--- config.mk ---
export PLATFORM = sky130hd
export DESIGN_NAME = collision_response
export DESIGN_NICKNAME = d
export VERILOG_FILES = /design/src/rtl/collision_response.sv
export SDC_FILE = /design/constraint.sdc
export NUM_CORES = 1
export LEC_CHECK = 0
export CORE_MARGIN = 5
export CORE_UTILIZATION = 35
export DETAILED_ROUTE_END_ITERATION = 10
export PLACE_DENSITY = 0.61
export SETUP_SLACK_MARGIN = 0.4
export SYNTH_ARGS = -nofsm -noshare
export SYNTH_HDL_FRONTEND = slang
export SYNTH_SLANG_ARGS = --single-unit
export TNS_END_PERCENT = 1
--- constraint.sdc ---
create_clock -name clk -period 4.15 [get_ports clk]
set_input_delay 0.83 -clock clk [delete_from_list [all_inputs] [get_ports clk]]
set_output_delay 0.83 -clock clk [all_outputs]
set_load 0.02 [all_outputs]
--- src/rtl/collision_response.sv ---
// collision_response
// Per-frame collision consumer for the player car. Pixel-rate collision flags
// are latched across a video frame and, at each frame boundary, a player-status
// state machine advances: health and fuel are maintained and crash / skid /
// invulnerability status is produced for the motion, drawing and sound blocks.
//
// Ports
//   clk                    system clock
//   resetN                 asynchronous active-low reset
//   startOfFrame           one-cycle pulse at frame start
//   car_collision          hit a car, boar or road edge (level, pixel rate)
//   truck_collision        hit a truck (always accompanied by car_collision)
//   oil_collision          on an oil slick
//   fuel_symbol_collision  touching the fuel symbol
//   health [2:0]           remaining health
//   fuel [7:0]             remaining fuel
//   healthOver             health is 0
//   fuelOver               fuel is 0
//   crashActive            state is CRASH (motion frozen)
//   skidActive             state is SKID (steering overridden)
//   invulnerable           state is CRASH or GRACE
//   blink                  GRACE: frame-counter bit 2, otherwise 1
//   crashPulse             one-cycle pulse on CRASH entry
//   fuelPickup             one-cycle pulse when a pickup is credited
module collision_response #(
    parameter int unsigned HEALTH_MAX        = 5,
    parameter int unsigned FUEL_MAX          = 200,
    parameter int unsigned FUEL_BONUS        = 50,
    parameter int unsigned FUEL_DRAIN_FRAMES = 30,
    parameter int unsigned CRASH_FRAMES      = 60,
    parameter int unsigned SKID_FRAMES       = 40,
    parameter int unsigned GRACE_FRAMES      = 90
) (
    input  logic       clk,
    input  logic       resetN,
    input  logic       startOfFrame,
    input  logic       car_collision,
    input  logic       truck_collision,
    input  logic       oil_collision,
    input  logic       fuel_symbol_collision,
    output logic [2:0] health,
    output logic [7:0] fuel,
    output logic       healthOver,
    output logic       fuelOver,
    output logic       crashActive,
    output logic       skidActive,
    output logic       invulnerable,
    output logic       blink,
    output logic       crashPulse,
    output logic       fuelPickup
);

    typedef enum logic [2:0] {
        ST_NORMAL = 3'd0,
        ST_SKID   = 3'd1,
        ST_CRASH  = 3'd2,
        ST_GRACE  = 3'd3,
        ST_DEAD   = 3'd4
    } state_t;

    localparam logic [2:0] HEALTH_INIT = 3'(HEALTH_MAX);
    localparam logic [7:0] FUEL_CAP    = 8'(FUEL_MAX);
    localparam logic [8:0] BONUS9      = 9'(FUEL_BONUS);
    localparam logic [7:0] DRAIN_LAST  = 8'(FUEL_DRAIN_FRAMES - 1);
    localparam logic [6:0] CRASH_LAST  = 7'(CRASH_FRAMES - 1);
    localparam logic [6:0] SKID_LAST   = 7'(SKID_FRAMES - 1);
    localparam logic [6:0] GRACE_LAST  = 7'(GRACE_FRAMES - 1);

    // Health decrement that saturates at zero.
    function automatic logic [2:0] health_sub(input logic [2:0] h, input logic [2:0] d);
        logic [2:0] r;
        if (h > d) begin
            r = h - d;
        end else begin
            r = 3'd0;
        end
        return r;
    endfunction

    // Fuel bonus credit, clipped to the ceiling; computed 9 bits wide so the
    // sum cannot wrap before the comparison.
    function automatic logic [7:0] fuel_add_sat(input logic [7:0] f);
        logic [8:0] s;
        logic [7:0] r;
        s = {1'b0, f} + BONUS9;
        if (s > {1'b0, FUEL_CAP}) begin
            r = FUEL_CAP;
        end else begin
            r = s[7:0];
        end
        return r;
    endfunction

    state_t     state_r, state_s;
    logic [6:0] fcnt_r, fcnt_s;
    logic [7:0] drain_r, drain_s;
    logic [2:0] health_r, health_s;
    logic [7:0] fuel_r, fuel_s, fuel_cap_s;
    logic       car_l_r, truck_l_r, oil_l_r, fuel_l_r;
    logic       crash_pulse_s, pickup_s, drain_hit_s;
    logic       health_over_r, fuel_over_r, crash_active_r, skid_active_r;
    logic       invulnerable_r, blink_r, crash_pulse_r, fuel_pickup_r;

    // Sticky per-frame collision latches; the frame-start cycle reloads them
    // so a flag seen on that cycle belongs to the new frame.
    always_ff @(posedge clk or negedge resetN) begin
        if (!resetN) begin
            car_l_r   <= 1'b0;
            truck_l_r <= 1'b0;
            oil_l_r   <= 1'b0;
            fuel_l_r  <= 1'b0;
        end else if (startOfFrame) begin
            car_l_r   <= car_collision;
            truck_l_r <= truck_collision;
            oil_l_r   <= oil_collision;
            fuel_l_r  <= fuel_symbol_collision;
        end else begin
            car_l_r   <= car_l_r   | car_collision;
            truck_l_r <= truck_l_r | truck_collision;
            oil_l_r   <= oil_l_r   | oil_collision;
            fuel_l_r  <= fuel_l_r  | fuel_symbol_collision;
        end
    end

    // Next-state, counter, health and fuel computation.
    always_comb begin
        state_s       = state_r;
        fcnt_s        = fcnt_r;
        drain_s       = drain_r;
        health_s      = health_r;
        fuel_s        = fuel_r;
        fuel_cap_s    = fuel_r;
        crash_pulse_s = 1'b0;
        pickup_s      = 1'b0;
        drain_hit_s   = 1'b0;
        if (state_r == ST_DEAD) begin
            state_s = ST_DEAD;
        end else if ((health_r == 3'd0) || (fuel_r == 8'd0)) begin
            // Death is taken on the cycle after a register reaches zero,
            // regardless of frame timing.
            state_s = ST_DEAD;
        end else if (startOfFrame) begin
            case (state_r)
                ST_NORMAL, ST_SKID: begin
                    // Truck wins over car so a combined hit costs 2, not 3.
                    if (truck_l_r) begin
                        health_s = health_sub(health_r, 3'd2);
                        state_s  = ST_CRASH;
                    end else if (car_l_r) begin
                        health_s = health_sub(health_r, 3'd1);
                        state_s  = ST_CRASH;
                    end else if (oil_l_r && (state_r == ST_NORMAL)) begin
                        state_s = ST_SKID;
                    end else if ((state_r == ST_SKID) && (fcnt_r == SKID_LAST)) begin
                        state_s = ST_NORMAL;
                    end else begin
                        state_s = state_r;
                    end
                    // Drain only advances while the car is driveable.
                    if (drain_r == DRAIN_LAST) begin
                        drain_s     = 8'd0;
                        drain_hit_s = 1'b1;
                    end else begin
                        drain_s = drain_r + 8'd1;
                    end
                end
                ST_CRASH: begin
                    if (fcnt_r == CRASH_LAST) begin
                        state_s = ST_GRACE;
                    end else begin
                        state_s = ST_CRASH;
                    end
                end
                ST_GRACE: begin
                    if (fcnt_r == GRACE_LAST) begin
                        state_s = ST_NORMAL;
                    end else begin
                        state_s = ST_GRACE;
                    end
                end
                default: begin
                    state_s = ST_NORMAL;
                end
            endcase
            if (fuel_l_r) begin
                pickup_s   = 1'b1;
                fuel_cap_s = fuel_add_sat(fuel_r);
            end else begin
                fuel_cap_s = fuel_r;
            end
            // Drain applies after the pickup has been clipped to the ceiling.
            if (drain_hit_s && (fuel_cap_s != 8'd0)) begin
                fuel_s = fuel_cap_s - 8'd1;
            end else begin
                fuel_s = fuel_cap_s;
            end
            if (state_s != state_r) begin
                fcnt_s = 7'd0;
            end else begin
                fcnt_s = fcnt_r + 7'd1;
            end
            crash_pulse_s = (state_s == ST_CRASH) && (state_r != ST_CRASH);
        end else begin
            state_s = state_r;
        end
    end

    // State, counters, health and fuel registers.
    always_ff @(posedge clk or negedge resetN) begin
        if (!resetN) begin
            state_r  <= ST_NORMAL;
            fcnt_r   <= 7'd0;
            drain_r  <= 8'd0;
            health_r <= HEALTH_INIT;
            fuel_r   <= FUEL_CAP;
        end else begin
            state_r  <= state_s;
            fcnt_r   <= fcnt_s;
            drain_r  <= drain_s;
            health_r <= health_s;
            fuel_r   <= fuel_s;
        end
    end

    // Status outputs registered from the next-state values so they line up
    // with the state/health/fuel registers.
    always_ff @(posedge clk or negedge resetN) begin
        if (!resetN) begin
            health_over_r  <= 1'b0;
            fuel_over_r    <= 1'b0;
            crash_active_r <= 1'b0;
            skid_active_r  <= 1'b0;
            invulnerable_r <= 1'b0;
            blink_r        <= 1'b1;
            crash_pulse_r  <= 1'b0;
            fuel_pickup_r  <= 1'b0;
        end else begin
            health_over_r  <= (health_s == 3'd0);
            fuel_over_r    <= (fuel_s == 8'd0);
            crash_active_r <= (state_s == ST_CRASH);
            skid_active_r  <= (state_s == ST_SKID);
            invulnerable_r <= (state_s == ST_CRASH) || (state_s == ST_GRACE);
            blink_r        <= (state_s == ST_GRACE) ? fcnt_s[2] : 1'b1;
            crash_pulse_r  <= crash_pulse_s;
            fuel_pickup_r  <= pickup_s;
        end
    end

    assign health       = health_r;
    assign fuel         = fuel_r;
    assign healthOver   = health_over_r;
    assign fuelOver     = fuel_over_r;
    assign crashActive  = crash_active_r;
    assign skidActive   = skid_active_r;
    assign invulnerable = invulnerable_r;
    assign blink        = blink_r;
    assign crashPulse   = crash_pulse_r;
    assign fuelPickup   = fuel_pickup_r;

endmodule

== Word-level counts from Yosys, hierarchy flattened ==
Index checks and enable logic that the tools add are counted.
Word-level totals
  input port bits: 7
  output and inout port bits: 19
  bits in registers: 41
  word-level logic and storage cells: 114
Operators by class
  equal/unequal tests: 14
  bitwise logic cells: 6
  muxes and demuxes: 52
  reductions and logical operators: 15
  add/sub/neg operators: 6
  magnitude comparators: 3
Operators by type and width (count)
  two-way mux 8 bit: 10
  two-way mux 3 bit: 21
  two-way mux 1 bit: 18
  logical NOT 8 bit: 2
  equality test 3 x 2 -> 1 bit (second input constant): 5
  equality test 7 x 6 -> 1 bit (second input constant): 2
  adder 8 x 6 -> 9 bit (second input constant): 1
  greater-than comparator 9 x 8 -> 1 bit (second input constant): 1
  logical NOT 3 bit: 3
  case mux 3 bit (3 select lines): 1
  adder 8 x 1 -> 8 bit (second input constant): 1
  equality test 8 x 5 -> 1 bit (second input constant): 1
  nonzero test 8 bit: 1
  subtractor 8 x 1 -> 8 bit (second input constant): 1
  adder 7 x 1 -> 7 bit (second input constant): 1
  equality test 7 bit (second input constant): 1
  two-way mux 7 bit: 1
  equality test 3 x 1 -> 1 bit (second input constant): 2
  logical AND 1 bit: 4
  OR 1 bit: 4
  AND reduction 4 bit: 1
  equality test 3 bit (second input constant): 1
  greater-than comparator 3 x 1 -> 1 bit (second input constant): 1
  greater-than comparator 3 x 2 -> 1 bit (second input constant): 1
  9 further kinds: 11

== Logic depth before layout (Yosys ltp) ==
  depth in word-level cells: 16
  depth in mapped cells: 15
  gate-level depth less buffers: 13

== Least setup slack after synthesis ==
Ideal clock, no wire load.
  kind: reg2reg
  start: register fuel_r[1] (netlist: fuel[1])
  end: register fuel_over_r (netlist: fuelOver)
  setup slack: 0.834 ns
  setup time: 0.096 ns
  required time: 4.054 ns
  arrival: 3.221 ns
  path buffers: 1
  period minus slack after synthesis: 3.316 ns
  cell stages (with the launch flop): 15
  path through: dfrtp_1 ha_1 clkbuf_1 nor3b_1 a311oi_1 nand3_1 a21o_1 nand2_1 ha_1 and3_4 a311oi_2 a211oi_1 a311oi_1 o21ai_1 nor4_2
On the way
  longest elaborated chain between the ends: 14
  elaborated cells on any way between the ends: 17
  classes of those cells: add/sub: 2; order compare: 1; mux: 9; reduce/logical: 5
Ends and longest elaborated chain
  from (decl): RTL line 98  | logic [7:0] fuel_r, fuel_s, fuel_cap_s;
  from (signal assigned): RTL line 221  | fuel_r <= fuel_s;
  parallel branches: the longest is 11 deep, another holds adder 8 x 6 -> 9 bit
  two-way mux 8 bit (*): RTL line 138  | end else if ((health_r == 3'd0) || (fuel_r == 8'd0)) begin
  two-way mux 8 bit (*): RTL line 136  | if (state_r == ST_DEAD) begin
  named net fuel_s[5]: RTL line 98
  logical NOT 8 bit (*): RTL line 239  | fuel_over_r <= (fuel_s == 8'd0);
  to (signal assigned): RTL line 239
  to (decl): RTL line 101  | logic health_over_r, fuel_over_r, crash_active_r, skid_active_r;
Mark *: on every way through the listed nets, which the timed path passes. The select of a mux whose other input is x is not followed.
A chain may end at the register's enable or synchronous reset.

== Final worst setup path ==
  start: register fuel_r[2] (netlist: fuel[2])
  end: register fuel_over_r (netlist: fuelOver)
The elaborated chain is that of the path after synthesis.

==> reports/metrics.csv <==
metric;value;unit
placed wire-length estimate;5.567;mm
placed cell areas;3168;um2
Worst setup SP type;flop;
max-cap violations;0;
RePlAce Congestion;0.9858;
Detailed Route WL;7.533;mm
sequential share of power;57.4;%
htree depth;2;
total CTS buffers;5;
CTS Buffer Depth;2;
switching fraction of total power;24.36;%
die height;99.63;um
outcome;completed;
clock power share;36.8;%
# setup viols final;0;
Initial Util;36.20;%
Switch Pwr;172.4;uW
FP Rows;32;
flop and latch count out of synthesis;41;
initial antenna violation count;0;
clock skew;0.009147;ns
clock sinks;41;
n_diodes;0;
synthesized area per cell;8.704;um2
CTS root buf;clkbuf_8;
routed via count;2592;
Worst-Skew Late Latency;0.30;ns
Reg2Reg Depth;12;
largest cells by area after synthesis;dfrtp_1, dfstp_2, ha_1, nand2_1, nor2_1;
post-synth top area share;31.15;%
number of vias per cell;5.722;
CP Data Required Time;4.36;ns
Slew Limit Headroom;37.28;%
CP Class;flop to flop;
worst setup margin;0.6645;ns
PD cells;212.9;nW/um2
peak supply drop;123.3;uV
core area;7767;um2
min cycle time layout;3.485;ns
ratio of cells with drive above 1 in the final layout;14.25;%
asr flop ratio synth;100.0;%
total gr overflow;0;
CTS hold repair buffers;0;
Final Max Tran Viols;0;
Slew @ Worst Pin;0.9408;ns
Internal Power;535.5;uW
Syn Nets;340;
Unique masters post-synth;66;
Buffers on Ports;25;
Hold Path Class;flop to flop;
Clock transition at path regs;0.08;ns
die width;99.63;um
DR WL/cell;16.63;um
finished layout cell area;3326;um2
setup tns final;0;ns
fin crit share;83.99;%
vias in the first global route;2496;
Mapped Area;2811;um2
Iter 0 DRT Violations;125;
hold path depth;1;
Global Route Usage Sum;15.28;%
Setup crit end kind;flop;
final hold violation count;0;
drc violations;0;
Layout fillers;791;
RSZ-0062 raised after global routing;no;
CTS tree;yes;
Synth Instances;323;
final net count;367;
Main synth FF type;dfrtp_1;
first-pass iteration count of the detailed router;5;
Critical Path AT;3.70;ns
leakage;0.001360;uW
cell taking the most area after synthesis;dfrtp_1;
area growth from synthesis to layout;18.29;%
DIE AREA;9925;um2
post-place setup slack;0.4406;ns
num ports;26;
Gate power share;5.8;%
total design power;707.9;uW
ANT nets after route;0;
Post-synth EDFFs;0;
Max Freq;286.9;MHz
largest net degree at the start of global routing;42;
first-pass GRT wire length;12.32;mm
CP max FO;12;
Seq/Total Area, Yosys;36.76;%
YS warnings;0;
## worst max-delay path, cell delays in order, from the launching register on
cell and delay [ns]:
dfrtp_2 0.50, a311oi_2 0.49, a21oi_1 0.15, o21ai_2 0.32
a21o_2 0.27, nand2_1 0.10, ha_1 0.20, and3_4 0.17
a311oi_2 0.41, a211oi_2 0.14, a311oi_1 0.29, o21ai_1 0.12
nor4_2 0.24
## placed cells by master, fill, tap and decap left out, drive strengths merged, types with 5 or more instances in the layout
master          n
o21ai          18
nand2          33
a31oi           9
a21oi          17
dfstp           6
nor4            7
nor3           10
and3            7
clkdlybuf4s50  24
inv            16
dfrtp          35
xor2            7
buf            12
a311oi          5
nor2           24
a21o            8
ha             10
nand3          16
clkbuf          6
## registers in the layout, indices dropped and copies added, names as in the netlist, 3 cells and up
name	count
drain_r	8
fuel	8
fcnt_r	7
health	3
state_r	3
## cells in the mapped netlist (3+ instances only)
cell type / number
nor2_1: 24
nand2b_1: 3
dfstp_2: 6
a21o_1: 8
dfrtp_1: 35
xor2_1: 7
buf_2: 7
o211ai_1: 4
nor4_1: 5
nand3_1: 16
o22ai_1: 4
a21oi_1: 14
nand4_1: 3
nor3b_1: 3
nand3b_1: 4
o2111ai_1: 3
o21ai_1: 3
clkbuf_1: 8
and3_1: 6
o31ai_1: 3
a211oi_1: 4
a21boi_0: 3
mux2i_1: 3
a21oi_2: 3
and2_1: 3
nor2b_1: 3
ha_1: 10
nor3_1: 9
inv_1: 16
or3_1: 4
xnor2_1: 4
nand2_1: 33
o21ai_0: 15
a31oi_1: 8
a311oi_1: 3
## what timing repair did
action                     in CTS  in global routing
buffers inserted                0                  3
gates resized for setup         0                 11
setup endpoints to repair       0                  4
## cells by family after synthesis
group,after synthesis,share of synthesized area (%)
muxes,3,1.068
buffers and inverters,32,4.851
and+or+nand+nor,131,24.97
xor gates and xnor gates,11,3.427
AOI/OAI and AO/OA,95,24.48
adders and majority gates,10,4.450
DFF,41,36.76
## power groups by stage
stage                     sequential (uW)  combinational (uW)  clock (uW)
after floorplan                       411                23.1           0
after global placement                414                40.8           0
after detailed placement              414                40.6           0
after CTS                             406                40.7         273
after global routing                  407                45.7         290
final                                 406                40.9         261
## cell type report
| class | instances | area [um2] | area share [%] |
|---|---|---|---|
| inverter | 16 | 60.06 | 1.806 |
| clock buffer | 6 | 72.57 | 2.182 |
| multi-input combinational | 250 | 1687 | 50.71 |
| tap | 102 | 127.6 | 3.837 |
| clock inverter | 2 | 15.01 | 0.4515 |
| timing repair buffer | 36 | 327.8 | 9.857 |
| sequential | 41 | 1036 | 31.15 |
## per-layer routing
layer | track usage [%] | part of all wire (%)
met5 | 0 | 0
met4 | 5.462 | 2.2
met3 | 2.875 | 5.7
met2 | 25.15 | 48
met1 | 20.02 | 44
## path summary, 6_finish.rpt
path | from | endpoint | slack (ns)
worst max-delay path | fuel[2] | fuelOver | 0.66
worst min-delay path | drain_r[7] | drain_r[7] | 0.47
worst max register to register | fuel[2] | fuelOver | 0.66
worst min register to register | drain_r[7] | drain_r[7] | 0.47
max in group asynchronous | resetN | fuel[1] | 2.84
min in group asynchronous | resetN | fcnt_r[4] | 0.67
## through the flow
stage	hold WS, ns	cells	util (%)
floorplan	0.4347	323	-
global placement	0.4505	442	40.79
detailed placement	0.4517	442	40.79
CTS	0.4688	450	41.91
global route	0.4861	453	42.82
finish	0.4668	453	42.82
No activity file was read; power rests on OpenSTA's default activity.
